--- src/rtl/seq_multiplier.sv ---
// Iterative shift-add multiplier, one partial product per cycle, signed/unsigned operands.
// Optional MUL_EARLY_TERM_EN: stop iterating once the remaining multiplier bits are all zero.
module seq_multiplier #(
    parameter int BITS = 8
) (
    input  logic              i_clock,
    input  logic              i_reset,
    input  logic              i_start,
    input  logic              i_signed,
    input  logic [BITS-1:0]   i_multiplicand,
    input  logic [BITS-1:0]   i_multiplier,
    output logic              o_busy,
    output logic              o_finished,
    output logic [2*BITS-1:0] o_product
);

    localparam int PW = 2 * BITS;
    localparam int CW = $clog2(BITS + 1);

    typedef enum logic [1:0] {
        ST_IDLE = 2'd0,
        ST_RUN  = 2'd1,
        ST_DONE = 2'd2
    } state_t;

    state_t          state_q, state_d;
    logic [PW-1:0]   mcand_q, mcand_d;
    logic [BITS-1:0] mplier_q, mplier_d;
    logic [PW-1:0]   acc_q, acc_d;
    logic [CW-1:0]   count_q, count_d;
    logic            neg_q, neg_d;
    logic            busy_q, busy_d;
    logic            finished_q, finished_d;
    logic [PW-1:0]   product_q, product_d;

    // Magnitude of an operand; -2^(BITS-1) maps to 2^(BITS-1), which still fits unsigned.
    function automatic logic [BITS-1:0] magnitude(input logic [BITS-1:0] v, input logic sgn);
        logic [BITS-1:0] m;
        if (sgn && v[BITS-1]) begin
            m = (~v) + BITS'(1);
        end else begin
            m = v;
        end
        return m;
    endfunction

    // Next-state, datapath and output-register logic.
    always_comb begin
        state_d    = state_q;
        mcand_d    = mcand_q;
        mplier_d   = mplier_q;
        acc_d      = acc_q;
        count_d    = count_q;
        neg_d      = neg_q;
        busy_d     = 1'b0;
        finished_d = 1'b0;
        product_d  = product_q;

        case (state_q)
            ST_IDLE: begin
                if (i_start) begin
                    mcand_d  = {{BITS{1'b0}}, magnitude(i_multiplicand, i_signed)};
                    mplier_d = magnitude(i_multiplier, i_signed);
                    neg_d    = i_signed & (i_multiplicand[BITS-1] ^ i_multiplier[BITS-1]);
                    acc_d    = '0;
                    count_d  = CW'(BITS);
                    busy_d   = 1'b1;
                    state_d  = ST_RUN;
                end else begin
                    state_d  = ST_IDLE;
                end
            end
            ST_RUN: begin
                acc_d    = acc_q + (mcand_q & {PW{mplier_q[0]}});
                mcand_d  = mcand_q << 1;
                mplier_d = mplier_q >> 1;
                count_d  = count_q - CW'(1);
`ifdef MUL_EARLY_TERM_EN
                if ((count_q == CW'(1)) || ((mplier_q >> 1) == '0)) begin
`else
                if (count_q == CW'(1)) begin
`endif
                    busy_d  = 1'b0;
                    state_d = ST_DONE;
                end else begin
                    busy_d  = 1'b1;
                    state_d = ST_RUN;
                end
            end
            ST_DONE: begin
                // Magnitude product never reaches 2^(2*BITS), so the negate is exact.
                if (neg_q) begin
                    product_d = (~acc_q) + PW'(1);
                end else begin
                    product_d = acc_q;
                end
                finished_d = 1'b1;
                state_d    = ST_IDLE;
            end
            default: begin
                state_d = ST_IDLE;
            end
        endcase
    end

    // State and datapath registers with synchronous reset.
    always_ff @(posedge i_clock) begin
        if (i_reset) begin
            state_q    <= ST_IDLE;
            mcand_q    <= '0;
            mplier_q   <= '0;
            acc_q      <= '0;
            count_q    <= '0;
            neg_q      <= 1'b0;
            busy_q     <= 1'b0;
            finished_q <= 1'b0;
            product_q  <= '0;
        end else begin
            state_q    <= state_d;
            mcand_q    <= mcand_d;
            mplier_q   <= mplier_d;
            acc_q      <= acc_d;
            count_q    <= count_d;
            neg_q      <= neg_d;
            busy_q     <= busy_d;
            finished_q <= finished_d;
            product_q  <= product_d;
        end
    end

    assign o_busy     = busy_q;
    assign o_finished = finished_q;
    assign o_product  = product_q;

endmodule

--- config.mk ---
export PLATFORM = sky130hd
export DESIGN_NAME = seq_multiplier
export DESIGN_NICKNAME = d
export VERILOG_FILES = /design/src/rtl/seq_multiplier.sv
export SDC_FILE = /design/constraint.sdc
export NUM_CORES = 1
export LEC_CHECK = 0
export CORE_AREA = 2 2 84 86
export CTS_CLUSTER_SIZE = 25
export DETAILED_ROUTE_END_ITERATION = 8
export DIE_AREA = 0 0 86 88
export PLACE_DENSITY_LB_ADDON = 0.05
export SYNTH_ARGS = -nofsm -noshare
export SYNTH_HDL_FRONTEND = slang
export SYNTH_SLANG_ARGS = --single-unit
--- constraint.sdc ---
create_clock -name i_clock -period 6 [get_ports i_clock]
set_input_delay 0.9 -clock i_clock [delete_from_list [all_inputs] [get_ports i_clock]]
set_output_delay 0.9 -clock i_clock [all_outputs]
set_load 0.02 [all_outputs]
Yosys cells after proc, flatten, opt, wreduce, memory -nomap -nowiden

Index checks and enable logic that the tools add are counted.

$add $sub $neg: 5
Equality and inequality tests: 4
Muxes and demuxes: 18
Bitwise logic cells: 6
Reductions and logical operators: 6

Operator list:

| operator              | number |
|---|---|
| $pmux 16 s2           | 2 |
| $mux 16               | 3 |
| $mux 8                | 3 |
| $add 16x1->16 const B | 1 |
| $add 16x16->16        | 1 |
| $add 8x1->8 const B   | 2 |
| $and 16x16->16        | 1 |
| $not 16->16           | 1 |
| $not 8->8             | 2 |
| $pmux 8 s2            | 1 |
| $pmux 4 s2            | 1 |
| $eq 4x1->1 const B    | 1 |
| $mux 1                | 4 |
| $mux 4                | 1 |
| $pmux 2 s2            | 1 |
| $reduce_and 2->1      | 2 |
| $sub 4x1->4 const B   | 1 |
| $eq 2x1->1 const B    | 1 |
| $eq 2x2->1 const B    | 1 |
| $logic_and 1x1->1     | 2 |
| $logic_not 2->1       | 1 |
| $mux 2                | 1 |
| $ne 2x2->1 const B    | 1 |
| $pmux 1 s2            | 1 |
| 3 further kinds       | 3 |

Register bits: 65
Bits of input ports: 20
Output and inout port bits: 18

Logic depth before layout (Yosys ltp)

Gate-level depths: netlist (run 1).

Depth after elaboration: 5
Gate-level depth with buffers: 12

Worst setup path before layout (run 1)

No wires, ideal clock.

Kind: flip-flop to flip-flop
Start point: register mplier_q[0]
End point: register acc_q[8]
Library setup time: 117 ps
Arrival: 2522 ps
Data required time: 5883 ps
Slack: 3361 ps
Stages on the path, launching flop included: 13
Path buffers: 1
Cells stage by stage: dfxtp_1 clkbuf_1 and2_1 ha_1 inv_1 fa_1 nand2b_1 a21oi_1 o21ai_0 a21boi_0 o21ai_0 a21o_1 a32o_1

Word-level cells in the longest chain between the ends: 3

Ends and longest elaborated chain:

| what                     | RTL line | RTL |
|---|---|---|
| start: declaration       | 28       | `logic [BITS-1:0] mplier_q, mplier_d;` |
| start signal: assignment | 121      | `mplier_q <= mplier_d;` |
| $and 16x16->16           | 74       | `acc_d = acc_q + (mcand_q & {PW{mplier_q[0]}});` |
| $add 16x16->16           | 74       |  |
| $pmux 16 s2              | 59       | `case (state_q)` |
| end signal: assignment   | 112      | `acc_q <= '0;` |
| end signal: assignment   | 122      | `acc_q <= acc_d;` |
| end: declaration         | 29       | `logic [PW-1:0] acc_q, acc_d;` |

Every way passes these cells.
A chain may end at the register's enable or synchronous reset.

Final worst setup path (run 1)

Ends and elaborated chain as after synthesis.

==> results.json, run 1 <==
{
  "area_growth_pct": 17.2,
  "finalCritPeriodShare_pct": 48.7,
  "fill_cells": 619,
  "final_common_cell": "dfxtp_1",
  "arrival_ps": 3140,
  "die_h_um": 88,
  "num_rows": 30,
  "clock_skew_ps": 8.95,
  "status": "finished clean",
  "synth_compound_area_share_pct": 22.6,
  "fin_cells": 564,
  "cts_tree": "built",
  "ys.flop_type": "dfxtp_1",
  "synth_edf_count": 0,
  "p_per_area_mw_per_mm2": 224,
  "wl_per_cell_um": 14.0,
  "syn-cell-area_mm2": 0.00361,
  "crit_required_ps": 6220,
  "final_cell_mix": "64 x dfxtp_1, 50 x nor2_1, 45 x nand2_1, 37 x clkdlybuf4s50_1, 31 x a21oi_1",
  "peakVddDrop_mv": 0.113,
  "synthSimpleGateAreaFrac_pct": 21.8,
  "hpwl_mm": 5.83,
  "period_needed_ps": 2920,
  "ant_nets": 0,
  "maxCapViolations": 0,
  "start_kind": "flip-flop",
  "synth_top_cell_area_share_pct": 35.5,
  "io_pins": 38,
  "die_area_mm2": 0.00757,
  "initialDrtViolationCount": 157,
  "fin_tns_setup_ps": 0,
  "met1Wirelength_mm": 3.82,
  "end_kind": "flip-flop",
  "hold_viol_final": 0,
  "maxSlewViolCount": 0,
  "muxShareOfSynthArea_pct": 0.867,
  "dpl.cell_count": 548,
  "p_leak_nw": 1.71,
  "grt_pass1_vias": 2891,
  "track_usage_pct": 21.7,
  "ys_ff_latch": 64,
  "grt_overflow": 0,
  "finalSetupViolCount": 0,
  "clk_pin_slew_ps": 80,
  "synth_xor_area_share_pct": 7.77,
  "slew_headroom_pct": 46.5,
  "grt_setup_unrepaired": "no",
  "synth_top_family_by_area": "compound AO/OA/AOI/OAI gates",
  "drive_above_1_share_pct": 5.58,
  "criticalPathCategory": "flip-flop to flip-flop",
  "drc": 0,
  "met2_length_mm": 3.61,
  "dr.pass1.iters": 7,
  "cts-root-buf": "clkbuf_8",
  "regToRegEndpoint": "acc_q[8]$_SDFFE_PP0P_",
  "synthCells": 448,
  "dr_wl_met3_um": 343,
  "syn_area_per_cell_um2": 8.05,
  "post-cts-setup-buffer-count": 0,
  "yosysWarningCount": 0,
  "cts_max_path_buffers": 2,
  "synthesis.nets": 489,
  "vias": 3200,
  "clock_latency_ps": 330,
  "dieWidth_um": 86,
  "port-buffer-count": 37,
  "grt_max_degree": 37,
  "cts.sinks": 64,
  "worstMarginPinSlew_ps": 801,
  "place_congestion": 0.900,
  "n_antenna_cell": 0,
  "ctsResizeCount": 0,
  "ctsHoldBuffers": 0,
  "synthAdderAreaFrac_pct": 7.49,
  "yosysUniqueCellTypes": 45,
  "ys_top_cells_by_area": "dfxtp_1 36%, ha_1 6.9%, nor2_1 5.3%",
  "rr_worst_depth": 11,
  "crit_fanout": 17,
  "initial_core_util_pct": 54.3,
  "timing.critical_path.to": "acc_q[8]$_SDFFE_PP0P_",
  "fp.coreArea_mm2": 0.00664,
  "ys_seq_area_share_pct": 35.5,
  "htree_num_levels": 3,
  "cts_buffers": 9,
  "nets": 520,
  "routed_wl_mm": 7.87,
  "synth.largest_area_cell": "dfxtp_1",
  "grt_pass1_wl_mm": 13.0,
  "async_flop_share_pct": 0,
  "cp-startpoint": "mplier_q[0]$_SDFFE_PP0P_",
  "antenna_found_initial": 0,
  "hold_class": "flip-flop to flip-flop",
  "fmax_ghz": 0.342,
  "top_layer": "met4",
  "viasPerCell": 5.67,
  "ff2ff_setup_slack_ps": 3080,
  "r2r_start": "mplier_q[0]$_SDFFE_PP0P_"
}
==> routing by layer <==
metal	up-vias	global-route usage, %
met2	69	36.1
met5	-	0
met3	8	3.68
li1	1643	-
met4	0	7.94
met1	1480	28.4
==> how the worst min path moves through the flow <==
stage | to | slack [ps] | cells past startpoint | startpoint
final | o_product[7]$_SDFFE_PP0P_ | 450 | 2 | o_product[7]$_SDFFE_PP0P_
after global placement | o_product[7]$_SDFFE_PP0P_ | 440 | 2 | o_product[7]$_SDFFE_PP0P_
after detailed placement | o_product[7]$_SDFFE_PP0P_ | 450 | 2 | o_product[7]$_SDFFE_PP0P_
after CTS | o_product[7]$_SDFFE_PP0P_ | 450 | 2 | o_product[7]$_SDFFE_PP0P_
after floorplan | mplier_q[7]$_SDFFE_PP0P_ | 430 | 2 | mplier_q[7]$_SDFFE_PP0P_
after global routing | o_product[7]$_SDFFE_PP0P_ | 470 | 2 | o_product[7]$_SDFFE_PP0P_
==> kinds of logic after synthesis <==
family | Yosys count
compound gates | 125
xor+xnor | 32
fa+ha+maj | 21
buf+inv | 38
flops | 64
mux | 3
simple gates | 165
==> final cells by class <==
cell class / count / area, µm² / share of cell area, %
Multi-Input combinational cell: 346 / 2190 / 51.7
Inverter: 17 / 63.8 / 1.51
Tap cell: 80 / 100 / 2.37
Sequential cell: 64 / 1280 / 30.3
Timing Repair Buffer: 41 / 400 / 9.47
Clock buffer: 9 / 124 / 2.93
Clock inverter: 7 / 72.6 / 1.72
==> cells in the mapped netlist (all sizes together), types with 2 or more instances <==
cell / number
a211oi: 12
a21o: 7
a21oi: 31
a222oi: 3
a22o: 10
a22oi: 8
a31oi: 3
a32o: 2
and2: 15
and4: 2
clkbuf: 21
dfxtp: 64
ha: 20
inv: 17
mux2i: 2
nand2: 45
nand2b: 8
nand3: 11
nor2: 51
nor2b: 8
nor3: 12
nor3b: 5
nor4: 2
o21a: 2
o21ai: 29
o22ai: 5
o31ai: 6
o41ai: 2
or4: 3
xnor2: 14
xor2: 18
==> critical path: stages (launching register included) <==
cell      delay (ps)
dfxtp_1          580
and2_1           210
ha_1             180
inv_1             60
fa_1             370
nand2b_1         190
a21oi_1          240
o21ai_0          140
a21boi_0         250
o21ai_0          140
a21o_1           200
a32o_1           250
==> registers in the layout (all words and copies together), names as in the netlist <==
register    count
acc_q          16
mcand_q        16
o_product      16
mplier_q        8
count_q         4
state_q         2
neg_q           1
o_finished      1
==> power by group <==
part           switching, W  internal [W]
logic             0.0000679     0.0000527
registers         0.0000194      0.000443
clock network      0.000172      0.000192
total              0.000260      0.000687
==> through the flow <==
step	power [W]	util, %	setup slack, ps	hold WS (ps)	cell area, µm²
floorplan	0.000548	-	3360	426	3610
global placement	0.000589	60.7	3220	440	4030
detailed placement	0.000592	60.7	3120	445	4030
CTS	0.000957	63.7	3090	454	4230
global route	0.000993	63.7	2820	472	4230
finish	0.000947	63.7	3080	450	4230
No activity file was read; power rests on OpenSTA's default activity.
==> run 2, diff against run 1 <==
==> constraint.sdc (replaced) <==
create_clock -name i_clock -period 2.75 [get_ports i_clock]
set_input_delay 0.4125 -clock i_clock [delete_from_list [all_inputs] [get_ports i_clock]]
set_output_delay 0.4125 -clock i_clock [all_outputs]
set_load 0.02 [all_outputs]
==> results.json, run 2 (synthesis gave the netlist of run 1 again) <==
{
  "status": "finished clean",
  "maxCapViolations": 0,
  "hpwl_mm": 5.79,
  "hold_path_startpoint": "o_product[11]$_SDFFE_PP0P_",
  "regToRegEndpoint": "acc_q[8]$_SDFFE_PP0P_",
  "final_common_cell": "dfxtp_1",
  "clk_pin_slew_ps": 70,
  "nets": 526,
  "drc": 0,
  "cts-root-buf": "clkbuf_8",
  "clock_skew_ps": 9.57,
  "dr.pass1.iters": 4,
  "finalSetupViolCount": 0,
  "maxSlewViolCount": 0,
  "fmax_ghz": 0.388,
  "initialDrtViolationCount": 191,
  "finalCritPeriodShare_pct": 93.7,
  "vias": 3164,
  "crit_required_ps": 2970,
  "use_met1_pct": 30.5,
  "p_per_area_mw_per_mm2": 505,
  "end_kind": "flip-flop",
  "use_met2_pct": 34.1,
  "num_rows": 30,
  "fp.coreArea_mm2": 0.00664,
  "grt_pass1_vias": 2816,
  "cts.sinks": 64,
  "dieWidth_um": 86,
  "wl_per_cell_um": 13.5,
  "ant_nets": 0,
  "fin_tns_setup_ps": 0,
  "peakVddDrop_mv": 0.271,
  "antenna_found_initial": 0,
  "period_needed_ps": 2580,
  "slew_headroom_pct": 66.7,
  "grt_pass1_wl_mm": 13.1,
  "grt_max_degree": 26,
  "viasPerCell": 5.55,
  "criticalPathCategory": "flip-flop to flip-flop",
  "track_usage_pct": 21.6,
  "grt_setup_unrepaired": "no",
  "clock_latency_ps": 330,
  "r2r_start": "mcand_q[0]$_SDFFE_PP0P_",
  "layout_setup_ws_ps": 172,
  "hold_class": "flip-flop to flip-flop",
  "place_ws_ps": 167,
  "busiest_layer": "met2",
  "rr_worst_depth": 11,
  "initial_core_util_pct": 54.3,
  "routed_wl_mm": 7.69,
  "die_area_mm2": 0.00757,
  "cts_max_path_buffers": 2,
  "worstMarginPinSlew_ps": 500,
  "arrival_ps": 2800,
  "cp-startpoint": "mcand_q[0]$_SDFFE_PP0P_",
  "timing.critical_path.to": "acc_q[8]$_SDFFE_PP0P_",
  "place_congestion": 0.920,
  "cts_tree": "built",
  "hold_viol_final": 0,
  "io_pins": 38,
  "cts_buffers": 9,
  "port-buffer-count": 37,
  "start_kind": "flip-flop",
  "crit_fanout": 3,
  "area_growth_pct": 19.1,
  "final_cell_mix": "63 x dfxtp_1, 50 x nor2_1, 45 x nand2_1, 37 x clkdlybuf4s50_1, 31 x a21oi_1",
  "n_antenna_cell": 0,
  "ff2ff_setup_slack_ps": 170,
  "grt_util_met3_pct": 3.11,
  "drive_above_1_share_pct": 6.94,
  "htree_num_levels": 3,
  "grt_overflow": 0,
  "p_leak_nw": 1.76,
  "die_h_um": 88
}
[run 2: cell types whose count changed in the layout (fill, tap and decap cells not counted), sizes merged]
cell	delta
clkinv	+1
bufinv	+1
buf	+6
clkinvlp	-2
[run 2: layout make-up]
cell class,instances,area (µm²)
clock inverters,7,96.3
inverters,17,63.8
repair buffers,47,445
clock buffers,9,124
fillers,590,2340
well taps,80,100
flip-flops and latches,64,1280
multi-input cells,346,2190
[run 2: repair_timing]
item,in CTS,in global routing
buffers inserted,0,0
hold buffers,0,0
gates resized for setup,0,2
setup endpoints to repair,0,1
hold endpoints to repair,0,0
[run 2: through the flow]
step / cell area, µm² / instances / hold slack, ps / power (W) / util [%]
2_1_floorplan: 3610 / 448 / 426 / 0.00120 / -
3_3_place_gp: 4080 / 554 / 440 / 0.00130 / 61.4
3_5_place_dp: 4080 / 554 / 445 / 0.00130 / 61.4
4_1_cts: 4300 / 570 / 454 / 0.00219 / 64.7
5_1_grt: 4300 / 570 / 476 / 0.00227 / 64.7
6_report: 4300 / 570 / 451 / 0.00217 / 64.7
[run 2: layer usage]
layer	vias up	part of all wire (%)	routed length [µm]
li1	1661	-	-
met1	1434	51	3950
met2	61	44	3380
met3	8	3.7	285
met4	0	0.95	73
met5	-	0	0
[run 2: power breakdown]
| part | switching [W] | total (W) | internal (W) | leakage [nW] |
|---|---|---|---|---|
| registers | 0.0000356 | 0.00100 | 0.000966 | 0.520 |
| logic | 0.000156 | 0.000281 | 0.000125 | 1.13 |
| clock network | 0.000379 | 0.000890 | 0.000512 | 0.113 |
[run 2: critical path, cell delays in order, from the launching register on]
cell and delay (ps):
dfxtp_1 360, and2_1 130, ha_1 180, inv_1 70, fa_1 380, nand2b_1 190
a21oi_1 240, o21ai_0 150, a21boi_1 200, o21ai_0 130, a21o_1 190, a32o_1 240
[run 2: worst min-delay path by stage]
stage,to,slack [ps],cells after the start
detailed placement,o_product[11]$_SDFFE_PP0P_,450,2
global route,o_product[11]$_SDFFE_PP0P_,480,2
CTS,o_product[11]$_SDFFE_PP0P_,450,2
finish,o_product[11]$_SDFFE_PP0P_,450,2
global placement,o_product[9]$_SDFFE_PP0P_,440,2
floorplan,mplier_q[7]$_SDFFE_PP0P_,430,2
==> run 3, diff against run 2 <==
--- a/config.mk
+++ b/config.mk
@@ -9,7 +9,8 @@
 export CTS_CLUSTER_SIZE = 25
 export DETAILED_ROUTE_END_ITERATION = 8
 export DIE_AREA = 0 0 86 88
-export PLACE_DENSITY_LB_ADDON = 0.05
+export GPL_TIMING_DRIVEN = 0
+export PLACE_DENSITY = 0.79
 export SYNTH_ARGS = -nofsm -noshare
 export SYNTH_HDL_FRONTEND = slang
 export SYNTH_SLANG_ARGS = --single-unit
==> results.json, run 3 (synthesis gave the netlist of run 1 again) <==
{
  "status": "finished clean",
  "ctsHoldBuffers": 0,
  "initial_core_util_pct": 54.3,
  "maxSlewViolCount": 0,
  "ant_nets": 0,
  "cpPeakStageDelay_ps": 430,
  "start_kind": "flip-flop",
  "wl_per_cell_um": 15.0,
  "rr_worst_depth": 14,
  "final_common_cell": "dfxtp_1",
  "end_kind": "flip-flop",
  "worstMarginPinSlew_ps": 684,
  "place_congestion": 0.915,
  "r2r_start": "mplier_q[0]$_SDFFE_PP0P_",
  "grt_overflow": 0,
  "track_usage_pct": 23.7,
  "initialDrtViolationCount": 223,
  "slew_headroom_pct": 54.2,
  "cpMostUsedCell": "buf_4",
  "grt_max_degree": 13,
  "drc": 0,
  "clock_skew_ps": 7.87,
  "p_per_area_mw_per_mm2": 509,
  "die_h_um": 88,
  "clock_latency_ps": 350,
  "hold_path_startpoint": "o_product[9]$_SDFFE_PP0P_",
  "antenna_found_initial": 0,
  "layout_setup_ws_ps": 183,
  "cts.sinks": 64,
  "grt_pass1_wl_mm": 14.1,
  "finalSetupViolCount": 0,
  "final_util_pct": 66.0,
  "crit_fanout": 11,
  "die_area_mm2": 0.00757,
  "p_leak_nw": 1.77,
  "finalCritPeriodShare_pct": 93.4,
  "criticalPathCategory": "flip-flop to flip-flop",
  "cts_max_path_buffers": 2,
  "crit_chain": "and2_1 > ha_2 > inv_1 > fa_1 > nand2b_4 > a21oi_4 > o21ai_1 > a21boi_2 > buf_4 > buf_4 > buf_4 > buf_4 > buf_4 > o31ai_1",
  "regToRegEndpoint": "acc_q[6]$_SDFFE_PP0P_",
  "place_ws_ps": -487,
  "hold_viol_final": 0,
  "io_pins": 38,
  "ff2ff_setup_slack_ps": 180,
  "final_cell_mix": "63 x dfxtp_1, 51 x nor2_1, 45 x nand2_1, 36 x clkdlybuf4s50_1, 30 x a21oi_1",
  "routed_wl_mm": 8.81,
  "cts-root-buf": "clkbuf_8",
  "hpwl_mm": 6.46,
  "hold_class": "flip-flop to flip-flop",
  "period_needed_ps": 2570,
  "drive_above_1_share_pct": 7.11,
  "dr.pass1.iters": 4,
  "vias": 3381,
  "cpMaxStageDelayCell": "dfxtp_4",
  "viasPerCell": 5.77,
  "htree_num_levels": 3,
  "cts_tree": "built",
  "arrival_ps": 2800,
  "hold_end": "o_product[9]$_SDFFE_PP0P_",
  "clk_pin_slew_ps": 80,
  "cts_buffers": 9,
  "port-buffer-count": 36,
  "grt_setup_unrepaired": "no",
  "nets": 542,
  "fp.coreArea_mm2": 0.00664,
  "peakVddDrop_mv": 0.306,
  "area_growth_pct": 21.5,
  "crit_required_ps": 2980,
  "dieWidth_um": 86,
  "num_rows": 30,
  "min_path_cells": 2,
  "maxCapViolations": 0,
  "fmax_ghz": 0.390,
  "grt_pass1_vias": 2993,
  "n_antenna_cell": 0
}
-- run 3: cell type report --
| type | count | area, µm² |
|---|---|---|
| Timing Repair Buffer | 43 | 413 |
| Sequential cell | 64 | 1280 |
| Tap cell | 80 | 100 |
| Buffer | 20 | 75.1 |
| Multi-Input combinational cell | 346 | 2220 |
| Inverter | 17 | 63.8 |
| Clock inverter | 6 | 91.3 |
| Clock buffer | 10 | 138 |
| Fill cell | 527 | 2260 |
-- run 3: critical path, delay by kind of cell (launching register included) --
kind	cells	cell delay (ps)
AO/OA/AOI/OAI	4	520
buffers and inverters	6	550
AND/OR/NAND/NOR	2	340
flip-flops	1	430
adder cells (fa/ha/maj)	2	590
-- run 3: through the flow --
stage	TNS, ps	power (W)	cells	hold slack, ps	area (µm²)
floorplan	0	0.00120	448	426	3610
global placement	-854	0.00130	564	438	4070
detailed placement	-1070	0.00131	564	440	4070
CTS	0	0.00223	586	452	4350
global route	0	0.00231	586	491	4380
finish	0	0.00223	586	451	4380
-- run 3: worst max path at each step --
| stage | from | endpoint | slack, ps | depth (start not counted) |
|---|---|---|---|---|
| 3_5_place_dp | mplier_q[0]$_SDFFE_PP0P_ | acc_q[8]$_SDFFE_PP0P_ | -490 | 12 |
| 2_1_floorplan | mplier_q[0]$_SDFFE_PP0P_ | acc_q[8]$_SDFFE_PP0P_ | 110 | 12 |
| 5_1_grt | mplier_q[0]$_SDFFE_PP0P_ | acc_q[6]$_SDFFE_PP0P_ | 90 | 14 |
| 4_1_cts | mplier_q[0]$_SDFFE_PP0P_ | acc_q[8]$_SDFFE_PP0P_ | 20 | 12 |
| 3_3_place_gp | mplier_q[0]$_SDFFE_PP0P_ | acc_q[8]$_SDFFE_PP0P_ | -420 | 12 |
| 6_report | mplier_q[0]$_SDFFE_PP0P_ | acc_q[6]$_SDFFE_PP0P_ | 180 | 14 |
-- run 3: per-layer routing --
| metal | part of all wire, % | vias up | GRT usage, % |
|---|---|---|---|
| li1 | - | 1701 | - |
| met1 | 46 | 1561 | 31.5 |
| met2 | 46 | 101 | 36.9 |
| met3 | 5.4 | 18 | 6.22 |
| met4 | 2.4 | 0 | 9.24 |
| met5 | 0 | - | 0 |
-- run 3: power breakdown --
group / switching [W] / total, W / internal [W]
combinational: 0.000174 / 0.000294 / 0.000120
sequential: 0.0000372 / 0.00100 / 0.000967
clock: 0.000394 / 0.000932 / 0.000538
-- run 3: repair_timing --
action	CTS	global route
pin swaps	2	2
buffers inserted	6	1
endpoints found under the setup margin	5	4
resized for setup	7	8
